## src/rtl/hazard_pkg.sv

```systemverilog
// Shared types and defaults for the pipeline hazard controller: FSM state
// encoding, MDU occupancy defaults and the source-register match helper.
package hazard_pkg;

   typedef enum logic [1:0] {
      ST_IDLE     = 2'd0,
      ST_STALL    = 2'd1,
      ST_MDU_WAIT = 2'd2
   } state_t;

   localparam int MUL_CYCLES_DEF = 4;
   localparam int DIV_CYCLES_DEF = 32;
   localparam int MDU_CNT_W      = 6;

   // $0 never carries a dependency, so it can never match.
   function automatic logic src_match(input logic [4:0] a,
                                      input logic [4:0] rs, input logic uses_rs,
                                      input logic [4:0] rt, input logic uses_rt);
      return (a != 5'd0) && ((uses_rs && (a == rs)) || (uses_rt && (a == rt)));
   endfunction

endpackage

```

## src/rtl/hazard_ctrl_if.sv

```systemverilog
// Pipeline-side signal bundle of the hazard controller; master drives the
// pipeline status, slave (the controller) returns stall/flush controls.
interface hazard_ctrl_if;
   logic [4:0] id_rs;
   logic [4:0] id_rt;
   logic       id_uses_rs;
   logic       id_uses_rt;
   logic       id_is_branch;
   logic       id_is_mdu;
   logic       id_reads_hilo;
   logic       ex_reg_write;
   logic       ex_mem_read;
   logic [4:0] ex_write_addr;
   logic       mem_mem_read;
   logic [4:0] mem_write_addr;
   logic       branch_taken;
   logic       jump;
   logic       mdu_start;
   logic       mdu_is_div;
   logic       pc_stall;
   logic       if_id_stall;
   logic       id_ex_bubble;
   logic       if_id_flush;
   logic       mdu_busy;
   logic [1:0] state;

   modport master (
      output id_rs, id_rt, id_uses_rs, id_uses_rt, id_is_branch, id_is_mdu,
             id_reads_hilo, ex_reg_write, ex_mem_read, ex_write_addr,
             mem_mem_read, mem_write_addr, branch_taken, jump, mdu_start,
             mdu_is_div,
      input  pc_stall, if_id_stall, id_ex_bubble, if_id_flush, mdu_busy, state
   );

   modport slave (
      input  id_rs, id_rt, id_uses_rs, id_uses_rt, id_is_branch, id_is_mdu,
             id_reads_hilo, ex_reg_write, ex_mem_read, ex_write_addr,
             mem_mem_read, mem_write_addr, branch_taken, jump, mdu_start,
             mdu_is_div,
      output pc_stall, if_id_stall, id_ex_bubble, if_id_flush, mdu_busy, state
   );
endinterface

```

## src/rtl/mdu_timer.sv

```systemverilog
// Occupancy counter for the multi-cycle multiply/divide unit: busy for exactly
// 'length' cycles after a load, count runs length-1 down to 0.
module mdu_timer
   import hazard_pkg::*;
(
   input  logic                 clk,
   input  logic                 rst,
   input  logic                 load,
   input  logic [MDU_CNT_W-1:0] length,
   output logic [MDU_CNT_W-1:0] count,
   output logic                 busy
);

   // NOTE: sequential state uses non-blocking assignments so every register
   // samples pre-edge values, matching the hardware it describes.
   always_ff @(posedge clk) begin
      if (rst) begin
         count <= '0;
         busy  <= 1'b0;
      end else if (load) begin
         count <= MDU_CNT_W'(length - 1'b1);
         busy  <= 1'b1;
      end else if (busy) begin
         if (count == '0) busy  <= 1'b0;
         else             count <= count - 1'b1;
      end
   end

endmodule

```

## src/rtl/hazard_ctrl.sv

```systemverilog
// Load-use / branch-operand hazard controller with optional MDU interlock,
// enabled by defining HAZARD_MDU_INTERLOCK_EN.
module hazard_ctrl
   import hazard_pkg::*;
#(
   parameter int MUL_CYCLES = MUL_CYCLES_DEF,
   parameter int DIV_CYCLES = DIV_CYCLES_DEF
) (
   input  logic         clk,
   input  logic         rst,
   hazard_ctrl_if.slave hz
);

   state_t               state_q, state_d;
   logic [1:0]           stall_cnt_q, stall_cnt_d;
   logic [1:0]           need;
   logic                 stall_all;
   logic                 mdu_load;
   logic                 mdu_busy_q;
   logic [MDU_CNT_W-1:0] mdu_cnt;

`ifdef HAZARD_MDU_INTERLOCK_EN
   localparam bit MDU_EN = 1'b1;

   mdu_timer u_mdu_timer (
      .clk    (clk),
      .rst    (rst),
      .load   (mdu_load),
      .length (hz.mdu_is_div ? MDU_CNT_W'(DIV_CYCLES) : MDU_CNT_W'(MUL_CYCLES)),
      .count  (mdu_cnt),
      .busy   (mdu_busy_q)
   );
`else
   localparam bit MDU_EN = 1'b0;
   logic unused_mdu;

   assign mdu_busy_q = 1'b0;
   assign mdu_cnt    = '0;
   assign unused_mdu = hz.mdu_is_div ^ mdu_load ^ (MUL_CYCLES != DIV_CYCLES);
`endif

   // Stall length required by the instruction in ID (0, 1 or 2 cycles).
   always_comb begin
      need = 2'd0;
      if (hz.ex_mem_read && src_match(hz.ex_write_addr, hz.id_rs, hz.id_uses_rs,
                                      hz.id_rt, hz.id_uses_rt))
         need = hz.id_is_branch ? 2'd2 : 2'd1;
      else if (hz.ex_reg_write && hz.id_is_branch &&
               src_match(hz.ex_write_addr, hz.id_rs, hz.id_uses_rs, hz.id_rt, hz.id_uses_rt))
         need = 2'd1;
      else if (hz.mem_mem_read && hz.id_is_branch &&
               src_match(hz.mem_write_addr, hz.id_rs, hz.id_uses_rs, hz.id_rt, hz.id_uses_rt))
         need = 2'd1;
   end

   // NOTE: every always_comb output gets a default first, so no path can
   // leave a value held and infer a latch.
   always_comb begin
      state_d     = state_q;
      stall_cnt_d = stall_cnt_q;
      stall_all   = 1'b0;
      mdu_load    = 1'b0;
      case (state_q)
         ST_IDLE: begin
            mdu_load = MDU_EN && hz.mdu_start && !mdu_busy_q;
            if (need != 2'd0) begin
               stall_all   = 1'b1;
               stall_cnt_d = need - 2'd1;
            end
            if (need == 2'd2)  state_d = ST_STALL;
            else if (mdu_load) state_d = ST_MDU_WAIT;
         end
         ST_STALL: begin
            stall_all   = 1'b1;
            stall_cnt_d = stall_cnt_q - 2'd1;
            if (stall_cnt_q <= 2'd1)
               state_d = (mdu_busy_q && mdu_cnt != '0) ? ST_MDU_WAIT : ST_IDLE;
         end
         ST_MDU_WAIT: begin
            if (hz.id_reads_hilo || hz.id_is_mdu) stall_all = 1'b1;
            if (need != 2'd0) begin
               stall_all   = 1'b1;
               stall_cnt_d = need - 2'd1;
            end
            if (need == 2'd2)        state_d = ST_STALL;
            else if (mdu_cnt == '0)  state_d = ST_IDLE;
         end
         default: state_d = ST_IDLE;
      endcase
   end

   always_ff @(posedge clk) begin
      if (rst) begin
         state_q     <= ST_IDLE;
         stall_cnt_q <= 2'd0;
      end else begin
         state_q     <= state_d;
         stall_cnt_q <= stall_cnt_d;
      end
   end

   // Outputs are forced low for the whole time rst is held, not just after the edge.
   assign hz.pc_stall     = !rst && stall_all;
   assign hz.if_id_stall  = !rst && stall_all;
   assign hz.id_ex_bubble = !rst && stall_all;
   assign hz.if_id_flush  = !rst && (hz.branch_taken || hz.jump) && !stall_all;
   assign hz.mdu_busy     = !rst && mdu_busy_q;
   assign hz.state        = rst ? ST_IDLE : state_q;

endmodule

```

## src/flat_wrapper.sv

```systemverilog
// flat-port wrapper written by rule: the top's interface ports become plain ports
module hazard_ctrl_flat import hazard_pkg::*;
#(
   parameter int MUL_CYCLES = MUL_CYCLES_DEF,
   parameter int DIV_CYCLES = DIV_CYCLES_DEF
)
  (clk, rst, hz_id_rs, hz_id_rt, hz_id_uses_rs, hz_id_uses_rt, hz_id_is_branch, hz_id_is_mdu, hz_id_reads_hilo, hz_ex_reg_write, hz_ex_mem_read, hz_ex_write_addr, hz_mem_mem_read, hz_mem_write_addr, hz_branch_taken, hz_jump, hz_mdu_start, hz_mdu_is_div, hz_pc_stall, hz_if_id_stall, hz_id_ex_bubble, hz_if_id_flush, hz_mdu_busy, hz_state);
  hazard_ctrl_if hz_i ();
  input  logic clk;
  input  logic rst;
  input wire logic [$bits(hz_i.id_rs)-1:0] hz_id_rs;
  input wire logic [$bits(hz_i.id_rt)-1:0] hz_id_rt;
  input wire logic [$bits(hz_i.id_uses_rs)-1:0] hz_id_uses_rs;
  input wire logic [$bits(hz_i.id_uses_rt)-1:0] hz_id_uses_rt;
  input wire logic [$bits(hz_i.id_is_branch)-1:0] hz_id_is_branch;
  input wire logic [$bits(hz_i.id_is_mdu)-1:0] hz_id_is_mdu;
  input wire logic [$bits(hz_i.id_reads_hilo)-1:0] hz_id_reads_hilo;
  input wire logic [$bits(hz_i.ex_reg_write)-1:0] hz_ex_reg_write;
  input wire logic [$bits(hz_i.ex_mem_read)-1:0] hz_ex_mem_read;
  input wire logic [$bits(hz_i.ex_write_addr)-1:0] hz_ex_write_addr;
  input wire logic [$bits(hz_i.mem_mem_read)-1:0] hz_mem_mem_read;
  input wire logic [$bits(hz_i.mem_write_addr)-1:0] hz_mem_write_addr;
  input wire logic [$bits(hz_i.branch_taken)-1:0] hz_branch_taken;
  input wire logic [$bits(hz_i.jump)-1:0] hz_jump;
  input wire logic [$bits(hz_i.mdu_start)-1:0] hz_mdu_start;
  input wire logic [$bits(hz_i.mdu_is_div)-1:0] hz_mdu_is_div;
  output wire logic [$bits(hz_i.pc_stall)-1:0] hz_pc_stall;
  output wire logic [$bits(hz_i.if_id_stall)-1:0] hz_if_id_stall;
  output wire logic [$bits(hz_i.id_ex_bubble)-1:0] hz_id_ex_bubble;
  output wire logic [$bits(hz_i.if_id_flush)-1:0] hz_if_id_flush;
  output wire logic [$bits(hz_i.mdu_busy)-1:0] hz_mdu_busy;
  output wire logic [$bits(hz_i.state)-1:0] hz_state;
  assign hz_i.id_rs = hz_id_rs;
  assign hz_i.id_rt = hz_id_rt;
  assign hz_i.id_uses_rs = hz_id_uses_rs;
  assign hz_i.id_uses_rt = hz_id_uses_rt;
  assign hz_i.id_is_branch = hz_id_is_branch;
  assign hz_i.id_is_mdu = hz_id_is_mdu;
  assign hz_i.id_reads_hilo = hz_id_reads_hilo;
  assign hz_i.ex_reg_write = hz_ex_reg_write;
  assign hz_i.ex_mem_read = hz_ex_mem_read;
  assign hz_i.ex_write_addr = hz_ex_write_addr;
  assign hz_i.mem_mem_read = hz_mem_mem_read;
  assign hz_i.mem_write_addr = hz_mem_write_addr;
  assign hz_i.branch_taken = hz_branch_taken;
  assign hz_i.jump = hz_jump;
  assign hz_i.mdu_start = hz_mdu_start;
  assign hz_i.mdu_is_div = hz_mdu_is_div;
  assign hz_pc_stall = hz_i.pc_stall;
  assign hz_if_id_stall = hz_i.if_id_stall;
  assign hz_id_ex_bubble = hz_i.id_ex_bubble;
  assign hz_if_id_flush = hz_i.if_id_flush;
  assign hz_mdu_busy = hz_i.mdu_busy;
  assign hz_state = hz_i.state;
  hazard_ctrl #(.MUL_CYCLES(MUL_CYCLES), .DIV_CYCLES(DIV_CYCLES)) u_core (.clk(clk), .rst(rst), .hz(hz_i));
endmodule
```

## config.mk

```make
export PLATFORM = sky130hd
export DESIGN_NAME = hazard_ctrl_flat
export DESIGN_NICKNAME = d
export VERILOG_FILES = /design/src/rtl/hazard_pkg.sv /design/src/rtl/hazard_ctrl_if.sv /design/src/rtl/mdu_timer.sv /design/src/rtl/hazard_ctrl.sv /design/src/flat_wrapper.sv
export SDC_FILE = /design/constraint.sdc
export NUM_CORES = 1
export LEC_CHECK = 0
export CORE_MARGIN = 1
export CORE_UTILIZATION = 32
export DETAILED_ROUTE_END_ITERATION = 10
export PLACE_DENSITY = 0.88
export SLEW_MARGIN = 40
export SYNTH_ARGS = -nofsm -noshare
export SYNTH_HDL_FRONTEND = slang
export SYNTH_SLANG_ARGS = --single-unit
```

## constraint.sdc

```tcl
create_clock -name clk -period 6.1 [get_ports clk]
set_input_delay 1.83 -clock clk [delete_from_list [all_inputs] [get_ports clk]]
set_output_delay 1.83 -clock clk [all_outputs]
set_load 0.005 [all_outputs]
```

==> flow_summary_export.csv, run 1 <==
group,metric,value,unit
status,status,"complete, no violations",
setup_path,critPathSlowestCell,"clkdlybuf4s50_1",
timing,hold_viol,0,
grt,grtUsageTotal,20.4,%
clocking,clockBufferDepth,2,
power_and_ir_drop,ir_drop,0.101,mV
clocking,numCtsBuffers,3,
placement,gp_congestion,0.856,
timing,hold_slack,0.581,ns
clocking,cts_tree,"done",
floorplanning,ioPinCount,41,
detailed_routing,postRouteAntennaNets,0,
floorplanning,std_cell_rows,14,
clocking,clk_pin_slew_worst_paths,0.04,ns
setup_path,startpoint_type,"primary input",
clocking,clk-insertion-delay-late,0.23,ns
clocking,clock_sinks,3,
timing,slew_violations,0,
clocking,cts-root-buf,"clkbuf_4",
synth,netlist_area,519,sq um
finish,final_util,66.3,%
timing,fin_worst_skew,0.000311,ns
finish,drive_above_1_share,17.7,%
detailed_routing,drtPass1Iterations,4,
grt,grt_antenna_before_repair,0,
timing,worst_slack,0.123,ns
detailed_routing,drt-initial-drc-count,2,
setup_path,critPathMaxStageDelay,0.45,ns
setup_path,cp_top_family,"buffers and inverters",
grt,grt_overflow_total,0,
floorplanning,dieArea,1790,sq um
grt,grt_busiest_layer,"met2",
detailed_routing,vias_per_cell,4.88,
setup_path,critPathKind,"primary input to output port",
setup_path,critPathCaptureType,"output port",
grt,grt_pass1_wl,2770,um
placement,io_buffers,34,
clocking,htree_levels,1,
timing,fin_setup_tns,0,ns
detailed_routing,vias,629,
finish,insertedDiodeCount,0,
power_and_ir_drop,fin_total_pwr,106,uW
timing,finalSetupViolCount,0,
floorplanning,initial_core_util,34.5,%
timing,fmax,0.167,GHz
finish,final_common_cell,"clkdlybuf4s50_1",
synth,yosysSeqAreaShare,11.6,%
finish,area_delta_synth_final,92.3,%
placement,dp_slack,-0.293,ns
hold_path,hold_path.class,"flip-flop to flip-flop",
finish,num-nets-final,151,
setup_path,cp_num_buf_inv,3,
detailed_routing,drc_errors,0,
finish,seqCellArea,60.1,sq um
floorplanning,coreArea,1510,sq um
detailed_routing,wl,1720,um
finish,n_fill_cell,124,
grt,globalRouteMet3Util,1.29,%
power_and_ir_drop,p_leak,0.000445,uW
setup_path,cp_data_arrival_time,4.15,ns
grt,grt_pass1_vias,676,
synth,synth_cells,66,
finish,multiInputGateArea,445,sq um
grt,grt_max_degree,8,
setup_path,cp_max_fo,2,
grt,use_met1,21.1,%
timing,finalCriticalPeriod,5.98,ns
placement,hpwl,1330,um
setup_path,crit_chain,"clkdlybuf4s50_1 > xor2_1 > nor4_1 > a32oi_1 > o32a_1 > or2_4 > ha_4 > buf_4 > nor4b_1 > dlygate4sd2_1",
setup_path,worstPathRequired,4.27,ns
floorplanning,die_h,42.3,um
detailed_routing,wire_per_inst,13.3,um
timing,rsz0062_at_grt,"false",
floorplanning,die_w,42.3,um
finish,layout_common_cells,"clkdlybuf4s50_1, xor2_1, buf_4, nor2_1, dlygate4sd2_1",
grt,met2_usage,40.6,%
synth,synth-seq-cells,3,
synth,syn_avg_cell_area,7.87,sq um
synth,ys_types,24,
timing,fin_crit_sh,98.0,%
run,maxCapViolations,0,
synth,ys_warn_count,0,
power_and_ir_drop,powerDensity,106,nW/um^2
## tightest hold or removal path, stage by stage (launching register included)
cell,delay [ns]
dfxtp_1,0.30
inv_1,0.07
or3_1,0.10
a21oi_1,0.06
## area by class of cell
cell class,count,share of cell area [%]
well taps,16,2.01
multi-input cells,57,44.6
flip-flops and latches,3,6.02
repair buffers,46,43.6
clock buffers,4,2.63
inverters,3,1.13
## report_power, final
group | switching (uW) | leakage [uW] | internal [uW]
combinational | 19.3 | 0.000405 | 31.4
clock | 10.1 | 0.0000150 | 24.5
sequential | 0.502 | 0.0000243 | 20.5
## sequential cells by signal (all words and copies together) (netlist names)
register            flops
u_core.stall_cnt_q      2
u_core.state_q          1
## repair_timing
item	in CTS	in global routing
setup endpoints to repair	4	4
pin swaps	3	3
gates resized for setup	8	8
cloned	0	0
buffers inserted	1	0
hold buffers	0	0
## cells by family after synthesis
| logic type | after synthesis | synth area share (%) |
|---|---|---|
| flops | 3 | 11.6 |
| simple gates | 21 | 23.6 |
| fa+ha+maj | 3 | 7.23 |
| xor+xnor | 20 | 33.7 |
| other cells | 1 | 0.722 |
| compound gates | 11 | 15.2 |
| buf+inv | 7 | 7.95 |
## cell usage after synthesis
library cell | instances | share of area, %
or2_2 | 1 | 1.2
or4_1 | 2 | 2.9
conb_1 | 1 | 0.72
o32a_1 | 1 | 1.9
nor3_1 | 1 | 0.96
o41a_1 | 1 | 2.2
nor4b_1 | 1 | 1.7
ha_1 | 3 | 7.2
nor3b_1 | 1 | 1.4
nor4_2 | 1 | 2.4
a32oi_1 | 2 | 3.4
a211oi_1 | 1 | 1.4
dfxtp_1 | 3 | 12
inv_1 | 3 | 2.2
o211ai_1 | 1 | 1.4
a21oi_1 | 5 | 4.8
nand2_1 | 2 | 1.4
nor4_1 | 3 | 3.6
and2_1 | 2 | 2.4
xnor2_1 | 4 | 6.7
or3_1 | 1 | 1.2
nor2_1 | 6 | 4.3
xor2_1 | 16 | 27
buf_4 | 4 | 5.8
## path summary, 6_finish.rpt
kind,cells after the start,start,to,slack [ns]
hold / removal,3,u_core.stall_cnt_q[1],u_core.state_q[0],0.58
hold reg to reg,3,u_core.stall_cnt_q[1],u_core.state_q[0],0.58
setup / recovery,10,hz_id_rt[4],hz_if_id_flush,0.12
setup reg to reg,3,u_core.state_q[0],u_core.state_q[0],4.99
## per-layer routing
metal / vias up / share of wire (%)
li1: 324 / -
met1: 273 / 40
met2: 30 / 52
met3: 2 / 6.9
met4: 0 / 0.87
met5: - / 0
## stage by stage
stage	cells	area [sq um]
final	129	998
after global routing	129	998
after CTS	129	968
after detailed placement	124	936
after global placement	124	936
after floorplan	67	523
No activity file was read; power rests on OpenSTA's default activity.
==> run 2: changes to the inputs <==
--- a/config.mk
+++ b/config.mk
@@ -7,6 +7,7 @@
 export LEC_CHECK = 0
 export CORE_MARGIN = 1
 export CORE_UTILIZATION = 32
+export CTS_CLUSTER_DIAMETER = 200
 export DETAILED_ROUTE_END_ITERATION = 10
 export PLACE_DENSITY = 0.88
 export SLEW_MARGIN = 40
==> results of run 2 <==
The final DEF is identical to that of run 1; final timing and power are the same.
